==> config.mk <==
export PLATFORM = sky130hd
export DESIGN_NAME = cache_arbiter
export DESIGN_NICKNAME = d
export VERILOG_FILES = /design/src/rtl/cache_arbiter.sv
export SDC_FILE = /design/constraint.sdc
export NUM_CORES = 1
export LEC_CHECK = 0
export CAP_MARGIN = 40
export CORE_AREA = 2 2 547 549
export DETAILED_ROUTE_END_ITERATION = 8
export DIE_AREA = 0 0 549 551
export GPL_TIMING_DRIVEN = 0
export PLACE_DENSITY = 0.3
export SYNTH_ARGS = -nofsm -noshare
export SYNTH_HDL_FRONTEND = slang
export SYNTH_SLANG_ARGS = --single-unit
==> constraint.sdc <==
create_clock -name clk -period 1.8 [get_ports clk]
set_input_delay 0.18 -clock clk [delete_from_list [all_inputs] [get_ports clk]]
set_output_delay 0.18 -clock clk [all_outputs]
set_load 0.05 [all_outputs]
==> src/rtl/cache_arbiter.sv <==
// cache_arbiter: shares one line-wide pmem port between I-cache and D-cache.
// Ports: clk/rst, i_* (read), d_* (read/writeback), pmem_* (to memory/L2).
`timescale 1ns/1ps
module cache_arbiter #(
  parameter int ADDR_W       = 32,
  parameter int LINE_W       = 256,
  parameter int MAX_D_STREAK = 4
) (
  input  logic              clk,
  input  logic              rst,
  input  logic              i_read,
  input  logic [ADDR_W-1:0] i_address,
  output logic [LINE_W-1:0] i_rdata,
  output logic              i_resp,
  input  logic              d_read,
  input  logic              d_write,
  input  logic [ADDR_W-1:0] d_address,
  input  logic [LINE_W-1:0] d_wdata,
  output logic [LINE_W-1:0] d_rdata,
  output logic              d_resp,
  output logic              pmem_read,
  output logic              pmem_write,
  output logic [ADDR_W-1:0] pmem_address,
  output logic [LINE_W-1:0] pmem_wdata,
  input  logic [LINE_W-1:0] pmem_rdata,
  input  logic              pmem_resp
);

  localparam int SW = $clog2(MAX_D_STREAK + 1);
  localparam logic [SW-1:0] STREAK_MAX = SW'(MAX_D_STREAK);

  typedef enum logic [1:0] {
    IDLE,
    SERVE_I,
    SERVE_D,
    RECOVER
  } state_t;

  state_t            state;
  state_t            state_nxt;
  logic [SW-1:0]     d_streak;
  logic [SW-1:0]     d_streak_nxt;
  logic [ADDR_W-1:0] lat_addr;
  logic [ADDR_W-1:0] lat_addr_nxt;
  logic [LINE_W-1:0] lat_wdata;
  logic [LINE_W-1:0] lat_wdata_nxt;
  logic              lat_write;
  logic              lat_write_nxt;

  logic d_req;
  logic i_force;
  logic grant_d;
  logic grant_i;
  logic serving;

  assign d_req   = d_read | d_write;
  // I is forced once D has won MAX_D_STREAK times in a row over a waiting I
  assign i_force = i_read && (d_streak == STREAK_MAX);
  assign grant_d = (state == IDLE) && d_req && !i_force;
  assign grant_i = (state == IDLE) && i_read && !grant_d;
  assign serving = (state == SERVE_I) || (state == SERVE_D);

  always_ff @(posedge clk) begin
    if (rst) begin
      state     <= IDLE;
      d_streak  <= '0;
      lat_addr  <= '0;
      lat_wdata <= '0;
      lat_write <= 1'b0;
    end else begin
      state     <= state_nxt;
      d_streak  <= d_streak_nxt;
      lat_addr  <= lat_addr_nxt;
      lat_wdata <= lat_wdata_nxt;
      lat_write <= lat_write_nxt;
    end
  end

  always_comb begin
    state_nxt     = state;
    d_streak_nxt  = d_streak;
    lat_addr_nxt  = lat_addr;
    lat_wdata_nxt = lat_wdata;
    lat_write_nxt = lat_write;
    i_resp        = 1'b0;
    d_resp        = 1'b0;
    unique case (state)
      IDLE: begin
        unique case (1'b1)
          grant_d: begin
            state_nxt     = SERVE_D;
            lat_addr_nxt  = d_address;
            lat_wdata_nxt = d_wdata;
            // write wins over an illegal simultaneous read
            lat_write_nxt = d_write;
            if (i_read && (d_streak != STREAK_MAX))
              d_streak_nxt = d_streak + 1'b1;
          end
          grant_i: begin
            state_nxt     = SERVE_I;
            lat_addr_nxt  = i_address;
            lat_wdata_nxt = '0;
            lat_write_nxt = 1'b0;
            d_streak_nxt  = '0;
          end
          default: begin
            state_nxt = IDLE;
          end
        endcase
      end
      SERVE_I: begin
        if (pmem_resp) begin
          i_resp    = 1'b1;
          state_nxt = RECOVER;
        end
      end
      SERVE_D: begin
        if (pmem_resp) begin
          d_resp    = 1'b1;
          state_nxt = RECOVER;
        end
      end
      RECOVER: begin
        state_nxt = IDLE;
      end
      default: begin
        state_nxt = IDLE;
      end
    endcase
  end

  // strobes depend only on state and the latched op
  assign pmem_read    = serving && !lat_write;
  assign pmem_write   = serving && lat_write;
  assign pmem_address = lat_addr;
  assign pmem_wdata   = lat_wdata;
  assign i_rdata      = pmem_rdata;
  assign d_rdata      = pmem_rdata;

  always_ff @(posedge clk) begin
    if (!rst) begin
      assert (!(d_read && d_write))
        else $warning("cache_arbiter: d_read and d_write both high");
    end
  end

endmodule

==> results <==
[synthesized netlist by cell type, drive strengths merged]
| library cell | n |
|---|---|
| o211ai | 2 |
| xor2 | 1 |
| a211oi | 2 |
| clkbuf | 10 |
| ha | 5 |
| o31ai | 1 |
| and2 | 4 |
| inv | 4 |
| a21o | 1 |
| o31a | 1 |
| a21oi | 258 |
| nand2 | 519 |
| a2bb2oi | 1 |
| o21ai | 32 |
| nor2b | 1 |
| xnor2 | 1 |
| nor2 | 36 |
| a311oi | 32 |
| nand3 | 34 |
| dfxtp | 294 |
| o2bb2ai | 1 |
| buf | 614 |
| nand2b | 1 |
[cells by family (layout without fill, tap and decap cells)]
kind of cell	after synthesis	count (layout)	share of synthesized area
compound gates	331	331	0.1675
xor+xnor	2	2	0.001134
fa+ha+maj	5	5	0.004051
buf+inv	628	2014	0.2979
flops	294	294	0.3811
other cells	0	13	0
simple gates	595	595	0.1483
[metrics by stage]
step	util	setup TNS, ns	hold slack, ns
after floorplan	-	0	0.3134
after global placement	0.1068	-380.17	0.4492
after detailed placement	0.1089	-376.33	0.4494
after CTS	0.1240	-47.57	0.00006356
after global routing	0.1276	-39.75	0.03647
final	0.1276	-7.450	0.08625
[where the power goes]
part           internal (uW)  leakage [uW]  switching, uW
sequential              8350       0.00243           1290
clock                   5750      0.000768           4110
combinational          12400        0.0110          22000
total                  26500        0.0142          27400
[flip-flops by register name, indices dropped and copies added, names as in the netlist]
name,flops
d_streak,3
lat_write,1
pmem_address,32
pmem_wdata,256
state,2
[metal layers]
metal / track usage / routed length, um / part of all wire
met4: 0.01918 / 3052 / 0.016
met1: 0.1365 / 75770 / 0.41
met5: 0 / 287 / 0.0015
met3: 0.06662 / 23910 / 0.13
met2: 0.1865 / 83350 / 0.45
[layout by cell type (no fill, tap or decap), types with 4 or more instances in the layout]
cell type / count
clkdlybuf4s50_1: 835
buf_4: 556
nand2_1: 420
dfxtp_1: 290
a21oi_2: 245
clkdlybuf4s15_2: 133
buf_12: 75
dlygate4sd3_1: 69
clkbuf_16: 61
dlygate4sd2_1: 50
buf_2: 47
nand2_2: 47
nand2_4: 46
clkdlybuf4s15_1: 39
buf_16: 36
nand3_1: 33
o21ai_0: 30
buf_6: 23
buf_8: 23
a311oi_1: 19
nor2_1: 16
clkbuf_1: 15
diode_2: 13
nor2_4: 13
a311oi_2: 13
a21oi_1: 12
clkbuf_8: 11
clkbuf_4: 8
nor2_2: 7
clkinv_2: 7
nand2_8: 6
clkdlybuf4s18_2: 6
clkbuf_2: 5
clkinvlp_4: 5
and2_4: 4
dfxtp_2: 4
[worst max-delay path by stage]
| stage | startpoint | endpoint | slack (ns) | cells past startpoint |
|---|---|---|---|---|
| finish | state[0]$_SDFFE_PP0P_ | pmem_wdata[61]$_SDFFE_PP0P_ | -0.10 | 9 |
| global route | state[1]$_SDFFE_PP0P_ | pmem_wdata[106]$_SDFFE_PP0P_ | -0.21 | 9 |
| CTS | state[1]$_SDFFE_PP0P_ | pmem_wdata[139]$_SDFFE_PP0P_ | -0.25 | 11 |
| detailed placement | i_read | pmem_wdata[149]$_SDFFE_PP0P_ | -1.77 | 7 |
| global placement | i_read | pmem_wdata[149]$_SDFFE_PP0P_ | -1.76 | 7 |
| floorplan | state[0]$_SDFFE_PP0P_ | pmem_wdata[100]$_SDFFE_PP0P_ | 0.12 | 10 |
[worst max-delay path, stage by stage (launching register included)]
cell and delay (ns):
dfxtp_2 0.32, inv_2 0.08, ha_4 0.23, o31a_1 0.22
buf_12 0.15, buf_12 0.14, clkbuf_16 0.21, clkbuf_16 0.18
nand2_4 0.10, a21oi_2 0.12
[area by class of cell]
| type | instances | area, um^2 |
|---|---|---|
| Sequential cell | 294 | 5891 |
| Antenna cell | 13 | 32.53 |
| Multi-Input combinational cell | 933 | 5974 |
| Timing Repair Buffer | 1308 | 14050 |
| Buffer | 616 | 5333 |
| Inverter | 4 | 15.01 |
| Clock buffer | 69 | 1380 |
| Tap cell | 3939 | 4928 |
| Fill cell | 34060 | 258500 |
| Clock inverter | 17 | 212.7 |
[timing repair]
action / in CTS / in global routing
endpoints found under the hold margin: 66 / 0
gates cloned: 23 / 13
resized for setup: 1248 / 229
hold buffers: 69 / 0
buffers inserted: 33 / 15
endpoints found under the setup margin: 585 / 310
pin swaps: 27 / 37
==> results.md <==
* Status: complete, but fails checks
* Failing checks: negative setup slack
* Design area at approximately 38000 um^2
* Setup Skew at approximately 0.046 ns
* Final net count at between 3000 and 4000
* Cell count after placement at 6953
* Leak at 0.01420 uW
* Overflow after GRT at 0
* Synth Area per Inst at roughly 8.3 um^2
* Netlist Area Pre-Place at approximately 15000 um^2
* Area after DPL at around 32000 um^2
* Root Driver: clkbuf_16
* Clk pin slew, worst setup/hold paths at approximately 0.060 ns
* #FFs+latches synth at around 290
* RSZ-0062 raised after global routing: true
* Hold path start: d_wdata[203]
* CTS Buf Count at 47
* Hold/Removal Path Class: in2reg
* Crit start category: flop
* Post-synth top area share at 0.3811
* Post-synth net total at 2442
* Post-synthesis sequential area ratio at 0.3811
* Final period util at 1.056
* Worst Path Arrival at around 2.5 ns
* Final hold violations at 0
* Crit path kind: reg2reg
* Initial Utilization at 0.05212
* Total die area at about 300000 um^2
* Overall routing resource usage at 0.1167
* Antenna Nets Post-Route at 0
* Vias in the first global route at about 19000
* Ys Warns at 0
* Crit. End Element: flop
* Global-route wire length before repair at 223000 um
* Initial DRC count at 693
* Pre-antenna DRT Iters at 4
* Io pins at approximately 1400
* Pwr dens at 1426 nW/um^2
* Slew Limit Fails at 0
* Fin worst setup slack at -0.1012 ns
* Worst VDD drop at 0.0007924 V
* Die height at 551 um
* Max cap viols at 0
* Yosys cell types at 28
* CTS HTree Levels at 2
* Power, Total at approximately 54000 uW
* RePlAce Congestion at between 0.8 and 0.9
* Per-cell routed wire length at roughly 26 um
* Initial antenna violation count at 95
* CTS tree: yes
* Worst Hold Depth at 3
* Core area at slightly below 300000 um^2
* Area Growth Syn to Fin at 144.9%
* Detailed Route WL at 186400 um
* Worst r2r src: state[0]$_SDFFE_PP0P_
* Worst-case hold path end point: pmem_wdata[203]$_SDFFE_PP0P_
* Final setup violation count at 220
* R2R setup slack at -0.10 ns
* # rows at 200
* Dpl ws at -1.774 ns
* Worst-Skew Late Latency at between 0.6 and 0.7 ns
* Max Root-Sink Buffers at 3
* IO buf count at approximately 1100
* Share of layout cells above drive strength 1 at 0.4313
* Synth top area cells: dfxtp_1, buf_4, nand2_1
* Clock tree sinks at 294
* # DRC at 0
* Synth Instances at between 1500 and 2000
* Cell taking the most area after synthesis: dfxtp_1
* Critical Path Fanout Max at 6
* Worst path required time at roughly 2.4 ns
* Reg2reg path depth at 9
* Vias at roughly 18000
* Worst Tran Pin Value at between 0.8 and 0.9 ns
* Largest net degree at the start of global routing at 14
* Final Critical Period at about 1.9 ns
* Post-DP HPWL at between 150000 and 200000 um
* Vias per cell at around 2.5
* Post-Layout Cell Count at a little over 7000
* Horiz. Die Dim at between 500 and 600 um
* Relative slew margins at 0.4430
* Reg2reg end: pmem_wdata[61]$_SDFFE_PP0P_
* Fmax at roughly 530 MHz
Note: power is estimated with default switching activity, not from simulation.
